## src/rtl/ula_seq.sv

```systemverilog
// Sequential ALU: logic/arith ops done 2 edges after start, shifts take 1 extra edge per bit.
// start is only accepted while idle (including the done cycle); busy covers the op in flight.
module ula_seq #(
    parameter int WIDTH = 32
) (
    input  logic             clk,
    input  logic             reset,
    input  logic             start,
    input  logic [3:0]       ALUControl,
    input  logic [WIDTH-1:0] A,
    input  logic [WIDTH-1:0] B,
    input  logic [4:0]       shamt,
    output logic             busy,
    output logic             done,
    output logic [WIDTH-1:0] Result,
    output logic             Zero,
    output logic             Overflow,
    output logic             Error
);

    typedef enum logic [1:0] {IDLE, SHIFT, DONE} state_t;

    localparam logic [3:0] OP_AND  = 4'b0000, OP_OR   = 4'b0001, OP_ADD  = 4'b0010;
    localparam logic [3:0] OP_SLLV = 4'b0011, OP_SRLV = 4'b0100, OP_SRAV = 4'b0101;
    localparam logic [3:0] OP_SUB  = 4'b0110, OP_SLT  = 4'b0111, OP_BNE  = 4'b1000;
    localparam logic [3:0] OP_SLL  = 4'b1001, OP_SRL  = 4'b1010, OP_XOR  = 4'b1011;
    localparam logic [3:0] OP_NOR  = 4'b1100, OP_SRA  = 4'b1101, OP_SLTU = 4'b1111;

    state_t           state;
    logic [3:0]       op;
    logic [WIDTH-1:0] a_q;
    logic [WIDTH-1:0] work;   // holds B; shifted in place for shift ops
    logic [4:0]       cnt;

    logic [4:0]       amt;
    logic             is_shift;
    logic [WIDTH-1:0] sum, diff, res;
    logic             zf, ovf, err;

    always_comb begin
        amt      = shamt;
        is_shift = 1'b0;
        case (ALUControl)
            OP_SLL, OP_SRL, OP_SRA:    is_shift = 1'b1;
            OP_SLLV, OP_SRLV, OP_SRAV: begin
                is_shift = 1'b1;
                amt      = A[4:0];
            end
            default: ;
        endcase
    end

    always_comb begin
        sum  = a_q + work;
        diff = a_q - work;
        res  = '0;
        ovf  = 1'b0;
        err  = 1'b0;
        case (op)
            OP_AND:  res = a_q & work;
            OP_OR:   res = a_q | work;
            OP_XOR:  res = a_q ^ work;
            OP_NOR:  res = ~(a_q | work);
            OP_ADD: begin
                res = sum;
                ovf = (a_q[WIDTH-1] == work[WIDTH-1]) && (sum[WIDTH-1] != a_q[WIDTH-1]);
            end
            OP_SUB: begin
                res = diff;
                ovf = (a_q[WIDTH-1] != work[WIDTH-1]) && (diff[WIDTH-1] != a_q[WIDTH-1]);
            end
            OP_BNE:  res = diff;
            OP_SLT:  res = {{(WIDTH-1){1'b0}}, $signed(a_q) < $signed(work)};
            OP_SLTU: res = {{(WIDTH-1){1'b0}}, a_q < work};
            OP_SLL, OP_SRL, OP_SRA, OP_SLLV, OP_SRLV, OP_SRAV: res = work;
            default: err = 1'b1;
        endcase
        // BNE drives the branch flag as "not equal" so the branch logic stays uniform
        zf = (op == OP_BNE) ? (a_q != work) : (res == '0);
    end

    always_ff @(posedge clk) begin
        if (reset) begin
            state    <= IDLE;
            op       <= '0;
            a_q      <= '0;
            work     <= '0;
            cnt      <= '0;
            busy     <= 1'b0;
            done     <= 1'b0;
            Result   <= '0;
            Zero     <= 1'b0;
            Overflow <= 1'b0;
            Error    <= 1'b0;
        end else begin
            done <= 1'b0;
            case (state)
                IDLE: begin
                    if (start) begin
                        op   <= ALUControl;
                        a_q  <= A;
                        work <= B;
                        cnt  <= amt;
                        busy <= 1'b1;
                        state <= (is_shift && amt != 5'd0) ? SHIFT : DONE;
                    end
                end
                SHIFT: begin
                    case (op)
                        OP_SLL, OP_SLLV: work <= {work[WIDTH-2:0], 1'b0};
                        OP_SRL, OP_SRLV: work <= {1'b0, work[WIDTH-1:1]};
                        default:         work <= {work[WIDTH-1], work[WIDTH-1:1]};
                    endcase
                    cnt <= cnt - 5'd1;
                    if (cnt == 5'd1)
                        state <= DONE;
                end
                DONE: begin
                    Result   <= res;
                    Zero     <= zf;
                    Overflow <= ovf;
                    Error    <= err;
                    done     <= 1'b1;
                    busy     <= 1'b0;
                    state    <= IDLE;
                end
                default: state <= IDLE;
            endcase
        end
    end

endmodule
```

## config.mk

```make
export PLATFORM = sky130hd
export DESIGN_NAME = ula_seq
export DESIGN_NICKNAME = d
export VERILOG_FILES = /design/src/rtl/ula_seq.sv
export SDC_FILE = /design/constraint.sdc
export NUM_CORES = 1
export LEC_CHECK = 0
export ABC_AREA = 1
export CAP_MARGIN = 30
export CORE_UTILIZATION = 34
export DETAILED_ROUTE_END_ITERATION = 7
export GPL_ROUTABILITY_DRIVEN = 1
export GPL_TIMING_DRIVEN = 0
export PLACE_DENSITY = 0.5
export SYNTH_ARGS = -nofsm -noshare
export SYNTH_HDL_FRONTEND = slang
export SYNTH_SLANG_ARGS = --single-unit
```

## constraint.sdc

```tcl
create_clock -name clk -period 2.8 [get_ports clk]
set_input_delay 0.42 -clock clk [delete_from_list [all_inputs] [get_ports clk]]
set_output_delay 0.42 -clock clk [all_outputs]
set_load 0.01 [all_outputs]
```

Yosys cells after proc, flatten, opt, wreduce, memory -nomap -nowiden:

Index checks and enable logic that the tools add are counted.

* register bits: 112
* input bits: 76
* output and inout port bits: 37
* logic and storage cells: 91

* add/subtract/negate cells: 3
* order comparisons: 2
* equal/unequal tests: 31
* muxes and demuxes: 18
* bitwise logic cells: 4
* reductions and logical operators: 21

Operator list (count)
* case mux 32 bit (9 select lines): 1
* case mux 32 bit (2 select lines): 2
* < comparator 32 bit: 2
* == test 4 bit (second input constant): 10
* adder 32 bit: 1
* AND 32 bit: 1
* logical NOT 32 bit: 1
* two-way mux 32 bit: 1
* inequality test 32 bit: 1
* NOT 32 bit: 1
* bitwise OR 32 bit: 1
* subtractor 32 bit: 1
* bitwise XOR 32 bit: 1
* == test 4 x 3 -> 1 bit (second input constant): 6
* OR reduction 15 bit: 1
* == test 4 x 2 -> 1 bit (second input constant): 3
* OR reduction 6 bit: 2
* two-way mux 5 bit: 2
* case mux 5 bit (2 select lines): 1
* AND reduction 2 bit: 4
* two-way mux 2 bit: 3
* OR reduction 2 bit: 3
* == test 5 x 1 -> 1 bit (second input constant): 1
* two-way mux 1 bit: 5
* 17 further kinds: 24

Depth between registers and ports, before layout:

Gate-level depths: netlist of the first run.

* word-level depth: 8
* gate-level depth with buffers: 21
* mapped depth without buffers: 20

Worst setup path after synthesis of the first run:

Ideal clock, no wire load.

* path type: reg-to-reg
* from: register work[0]
* to: register Zero
* setup time: 0.070 ns
* data arrival time: 2.208 ns
* data required time: 2.730 ns
* setup slack: 0.522 ns
* cell stages (with the launch flop): 21
* buffers on the path: 0
* clock period less this slack: 2.278 ns
* cells stage by stage: dfxtp_1 -> ha_1 -> inv_1 -> fa_1 -> inv_1 -> nand3_1 -> nand2_1 -> nand2_1 -> nand2_1 -> nand2_1 -> nand2_1 -> nand2_1 -> nand2_1 -> nand2_1 -> nand3_1 -> nand3_1 -> nor2_1 -> nand2_1 -> nor2_1 -> nand3_1 -> a21oi_1

* word-level cells in the longest chain between the ends: 5
* elaborated cells on any way between the ends: 12
* classes of those cells: 2 x add/sub; 2 x order compare; 1 x eq/ne; 2 x mux; 4 x bitwise; 1 x reduce/logical

Ends and longest elaborated chain
* start, declared: RTL line 32 `logic [WIDTH-1:0] work;`
* start signal, assigned: RTL line 110 `OP_SLL, OP_SLLV: work <= {work[WIDTH-2:0], 1'b0};`
* start signal, assigned: RTL line 111 `OP_SRL, OP_SRLV: work <= {1'b0, work[WIDTH-1:1]};`
* start signal, assigned: RTL line 112 `default: work <= {work[WIDTH-1], work[WIDTH-1:1]};`
* branches (longest 4 deep; another with subtractor 32 bit)
* two-way mux 1 bit (*): RTL line 79 `zf = (op == OP_BNE) ? (a_q != work) : (res == '0);`
* end signal, assigned: RTL line 120 `Zero <= zf;`
* end, declared: RTL line 16 `output logic Zero,`

Every way passes the cells marked *.
A chain may end at the register's enable or synchronous reset.

Worst setup path in the final report of the first run:

* from: register op[2]
* to: register Zero

* word-level cells in the longest chain between the ends: 5
* elaborated cells on any way between the ends: 20
* classes of those cells: 14 x eq/ne; 2 x mux; 4 x reduce/logical

Ends and longest elaborated chain
* start, declared: RTL line 30 `logic [3:0] op;`
* start signal, assigned: RTL line 100 `op <= ALUControl;`
* == test 4 bit, or another cell as far along: RTL line 59 `case (op)`
* OR reduction 6 bit / OR reduction 2 bit (equally long branches)
* case mux 32 bit (9 select lines): RTL line 59
* logical NOT 32 bit: RTL line 79
* two-way mux 1 bit (*): RTL line 79

Mark *: on every way between the ends. The rest lies on a longest branch, timed or not.

==> flow_metrics.tcl, run 1 <==
set metrics [dict create \
    status "finished with violations" \
    violations "setup timing" \
    yosysUniqueCellTypes 42 \
    drv_slew 0 \
    finalCritPeriodShare_pct 103 \
    ys_ff_latch 112 \
    wl_per_cell_um 21.7 \
    place_area_um2 13300 \
    fp.coreArea_um2 33500 \
    path_class "flip-flop to flip-flop" \
    worst_setup_path_end_kind "flip-flop" \
    finalClockSkew_ns 0.0203 \
    power_density_nw_per_um2 589 \
    timing.setup.tns_ns -0.0731 \
    n_fill_cell 3772 \
    cpPeakStageDelay_ns 0.58 \
    dr.pass1.iters 6 \
    finish.utilization_pct 42.5 \
    synthArstFlopShare_pct 0 \
    final_cells 2633 \
    gp_congestion 0.982 \
    synth-main-ff-cell "dfxtp_1" \
    placed_cells 2611 \
    crit_family "simple AND/OR/NAND/NOR gates" \
    cts_tree "built" \
    htreeDepth 3 \
    seqCellArea_um2 2290 \
    r2r_setup_slack_ns -0.07 \
    dpl.hpwl_um 45600 \
    cellLeakagePower_nw 6.94 \
    dp_slack_ns -0.502 \
    grt_pass1_wl_um 84400 \
    drt-initial-drc-count 1319 \
    setup_viol 1 \
    track_usage_pct 32.5 \
    p_total_mw 8.39 \
    overflow 0 \
    ys_seq_area_share_pct 19.3 \
    cpMaxStageDelayCell "clkdlybuf4s15_2" \
    ios 113 \
    synth_edf_count 0 \
    clk_latency_ns 0.41 \
    ant_nets 0 \
    rsz0062_at_grt "yes" \
    fmax_mhz 348 \
    die_h_um 187 \
    netlist_area_um2 11600 \
    syn_inst 2048 \
    clk_path_buf_depth 2 \
    final_nets 2356 \
    slew-limit-headroom_pct 32.7 \
    start_util_pct 34.6 \
    multi_input_area_um2 8110 \
    synth_nets 2225 \
    hold_buffers 0 \
    ir_drop_uv 375 \
    clk_pin_slew_worst_paths_ns 0.10 \
    cts-root-buf "clkbuf_16" \
    yosysWarnings 0 \
    dieArea_um2 34900 \
    required_ns 3.14 \
    final_area_um2 14300 \
    drc_errors 0 \
    layout_min_cycle_time_ns 2.87 \
    crit_chain "nor2_2 -> nand2_1 -> clkdlybuf4s15_2 -> o21ai_0 -> a211oi_1 -> nand3_1 -> nor2_1 -> nand2_1 -> nor2_1 -> nand3_1 -> a21oi_1" \
    syn2layout_area_growth_pct 22.9 \
    layout_setup_ws_ns -0.0731 \
    hold_ws_ns 0.468 \
    synth.avg_cell_area_um2 5.67 \
    grt_max_degree 23 \
    row_count 67 \
    io_buffers 111 \
    drv_cap 0 \
    start_kind "flip-flop" \
    grt_pass1_vias 13300 \
    num_vias 14000 \
    die_width_um 187 \
    crit_arrival_ns 3.21 \
    via_per_inst 5.30 \
    tightest_slew_ns 1.01 \
    cp_num_buf_inv 1 \
    wl_um 57000 \
    hold_viol 0 \
    antenna_found_initial 0 \
    final_layout_size_suffix_gt1_share_pct 10.9 \
    worstPathMaxFanout 10 \
    hold_path.class "flip-flop to flip-flop" \
    cts-buffers-inserted 9 \
    clock-sinks 112 \
]
-- cells in the final DEF (no fill, tap or decap), types with 18 or more instances in the layout --
master           count
nor2_1             166
dfxtp_2             27
o211ai_1            64
nand3_1            132
dfxtp_1             81
inv_1              343
nand3_2             20
o21ai_0            120
clkbuf_1            40
nand2_1            554
nor2_2              34
nand4_1             18
a21oi_1            141
nand2_2             26
ha_1                95
buf_2               21
clkdlybuf4s50_1    111
-- cell families (layout without fill, tap and decap cells) --
| logic type | Yosys count | count (layout) | share of synthesized area (%) |
|---|---|---|---|
| simple gates | 986 | 986 | 34.6 |
| compound gates | 406 | 406 | 20.0 |
| other cells | 0 | 1 | 0 |
| buf+inv | 438 | 574 | 14.6 |
| mux | 4 | 4 | 0.377 |
| xor+xnor | 1 | 1 | 0.0755 |
| fa+ha+maj | 101 | 101 | 11.0 |
| flops | 112 | 112 | 19.3 |
-- state kept, by name, summed over array words and instances (netlist names) --
name      flops
state         2
Overflow      1
done          1
cnt           5
op            4
busy          1
Result       32
Zero          1
a_q          32
Error         1
work         32
-- synthesized netlist by cell type (3+ instances only) --
cell type	number	area, µm²
a211oi_1	4	30.0
a21oi_1	158	791
a31oi_1	8	50.1
buf_1	5	18.8
buf_2	34	170
clkbuf_1	47	176
dfxtp_1	112	2240
ha_1	99	1240
inv_1	347	1300
mux2_2	3	33.8
nand2_1	579	2170
nand3_1	154	771
nand4_1	18	113
nor2_1	208	781
nor3_1	9	45.0
nor4_1	3	18.8
o2111ai_1	11	96.3
o211ai_1	64	480
o21ai_0	127	636
o21bai_1	10	75.1
o22ai_1	12	75.1
or2_2	7	43.8
-- path summary, 6_finish.rpt --
check             depth (start not counted)   from    to
setup / recovery                         11  op[2]  Zero
hold reg to reg                           2   busy  busy
hold / removal                            2   busy  busy
setup reg to reg                         11  op[2]  Zero
-- timing repair --
item                                    in CTS  in global routing
setup buffers                                4                  2
endpoints found under the hold margin        0                  0
pin swaps                                    2                  7
resized for setup                          103                 99
endpoints found under the setup margin      29                 35
-- power by group --
group	internal, mW	switching (mW)
clock	0.734	0.811
combinational	1.48	3.36
sequential	1.80	0.204
total	4.01	4.38
-- cell type report --
class                           instances  area share [%]
Sequential cell                       112            16.1
Antenna cell                            1          0.0175
Tap cell                              448            3.93
Timing Repair Buffer                  122            8.50
Buffer                                 87            3.05
Clock inverter                          7           0.737
Clock buffer                            9            1.58
Inverter                              349            9.21
Multi-Input combinational cell       1498            56.9
-- layer usage --
| layer | wire [µm] | track usage [%] | up-vias |
|---|---|---|---|
| met5 | 0 | 0 | - |
| met3 | 3520 | 3.71 | 70 |
| met1 | 27300 | 46.3 | 6587 |
| met4 | 1320 | 9.14 | 0 |
| li1 | - | - | 6808 |
| met2 | 24900 | 51.5 | 503 |
-- worst min-delay path, delay by kind of cell (launching register included) --
family | cells | cell delay [ns]
compound gates | 1 | 0.05
flops | 1 | 0.32
simple gates | 1 | 0.06
Power figures use the tool's default switching activity.
==> inputs of run 2 (changes only) <==
- clock period: 2.8 -> 2.7 ns (I/O delays scaled with it)
==> flow_metrics.tcl, run 2 (synthesis results as in run 1) <==
set metrics [dict create \
    grt_max_degree 23 \
    wl_um 57600 \
    die_h_um 187 \
    place_area_um2 13300 \
    track_usage_pct 32.5 \
    rsz0062_at_grt "yes" \
    hold_path.class "flip-flop to flip-flop" \
    ant_nets 0 \
    clk_pin_slew_worst_paths_ns 0.09 \
    final_area_um2 15300 \
    via_per_inst 5.33 \
    gp_congestion 0.982 \
    seqCellArea_um2 2360 \
    wl_met3_um 3430 \
    mostFrequentLayoutCells "nand2_1, inv_1, nor2_1" \
    hold_end "busy" \
    top_layer_used "met4" \
    drv_slew 0 \
    drt-initial-drc-count 1161 \
    start_kind "flip-flop" \
    layout_min_cycle_time_ns 2.72 \
    fp.coreArea_um2 33500 \
    cts-buffers-inserted 9 \
    dpl.hpwl_um 45600 \
    finish.utilization_pct 45.6 \
    status "finished with violations" \
    clk_path_buf_depth 2 \
    min_path_cells 2 \
    n_fill_cell 3665 \
    overflow 0 \
    r2r-end "Zero" \
    dr.pass1.iters 5 \
    placed_cells 2611 \
    tightest_slew_ns 0.994 \
    layout_setup_ws_ns -0.0151 \
    num_antenna_cells 0 \
    cellLeakagePower_nw 7.27 \
    final_nets 2380 \
    clk_latency_ns 0.41 \
    setup_viol 1 \
    required_ns 3.04 \
    cts-root-buf "clkbuf_16" \
    hp-start "busy" \
    wl_per_cell_um 21.7 \
    start_util_pct 34.6 \
    final_cells 2656 \
    worstPathMaxFanout 10 \
    p_total_mw 9.32 \
    path_class "flip-flop to flip-flop" \
    antenna_found_initial 0 \
    clock-sinks 112 \
    row_count 67 \
    met2WireLength_um 25200 \
    violations "setup timing" \
    met1Wirelength_um 27500 \
    r2r_setup_slack_ns -0.02 \
    worst_setup_path_end_kind "flip-flop" \
    fmax_mhz 368 \
    slew-limit-headroom_pct 33.7 \
    timing.setup.tns_ns -0.0151 \
    reg2reg_depth 14 \
    io_buffers 111 \
    final_layout_size_suffix_gt1_share_pct 18.8 \
    power_density_nw_per_um2 610 \
    drv_cap 0 \
    ir_drop_uv 382 \
    layout_commonest_cell "nand2_1" \
    finalClockSkew_ns 0.0225 \
    hold_viol 0 \
    rr_startpoint "op[1]" \
    grt_pass1_wl_um 84500 \
    multi_input_area_um2 8810 \
    grt_pass1_vias 13300 \
    dieArea_um2 34900 \
    die_width_um 187 \
    hold_buffers 0 \
    crit_arrival_ns 3.06 \
    syn2layout_area_growth_pct 31.8 \
    cts_tree "built" \
    top_regs "Result (32), a_q (32), work (32)" \
    drc_errors 0 \
    htreeDepth 3 \
    num_vias 14200 \
    finalCritPeriodShare_pct 101 \
    ios 113 \
]
-- run 2: where the power goes --
group	leakage, nW	total, mW	internal, mW	switching (mW)
clock	0.162	1.61	0.762	0.848
combinational	6.16	5.63	1.85	3.78
sequential	0.946	2.08	1.87	0.211
-- run 2: cell type report --
cell class                 count  share of cell area, %
buffer                        86                   3.36
sequential                   112                   15.5
clock inverter                 7                  0.688
tap                          448                   3.67
clock buffer                   9                   1.47
multi-input combinational   1498                   57.6
timing repair buffer         147                   9.13
inverter                     349                   8.63
-- run 2: timing repair --
| item | CTS | global route |
|---|---|---|
| setup buffers | 5 | 24 |
| cloned | 0 | 2 |
| endpoints found under the hold margin | 0 | 0 |
| setup endpoints to repair | 43 | 35 |
| pin swaps | 3 | 28 |
| gates resized for setup | 127 | 332 |
-- run 2: through the flow --
stage,setup slack (ns),hold slack (ns)
after floorplan,0.422,0.464
after global placement,-1.11,0.458
after detailed placement,-0.602,0.456
after CTS,-0.130,0.473
after global routing,-0.134,0.488
final,-0.0151,0.469
-- run 2: per-layer routing --
layer  vias up  global-route usage (%)
met3        76                    3.69
met2       493                    51.6
met1      6737                    46.1
met5         -                       0
met4         0                    9.11
li1       6863                       -
-- run 2: worst max path at each step --
stage / from / endpoint / slack (ns)
5_1_grt: work[0] / Zero / -0.13
2_1_floorplan: work[0] / Zero / 0.42
3_3_place_gp: start / work[21] / -1.11
4_1_cts: work[3] / Zero / -0.13
6_report: op[1] / Zero / -0.02
3_5_place_dp: work[0] / Zero / -0.60
-- run 2: critical path: stages (launching register included) --
cell and delay [ns]:
dfxtp_1 0.35, nand2_1 0.14, inv_1 0.07, nand2_1 0.35, buf_4 0.34, o22ai_1 0.11
a21oi_1 0.12, o21ai_0 0.09, a21oi_1 0.32, nand3_1 0.18, nor2_1 0.13, nand2_1 0.09
nor2_2 0.13, nand3_2 0.10, a21oi_2 0.13
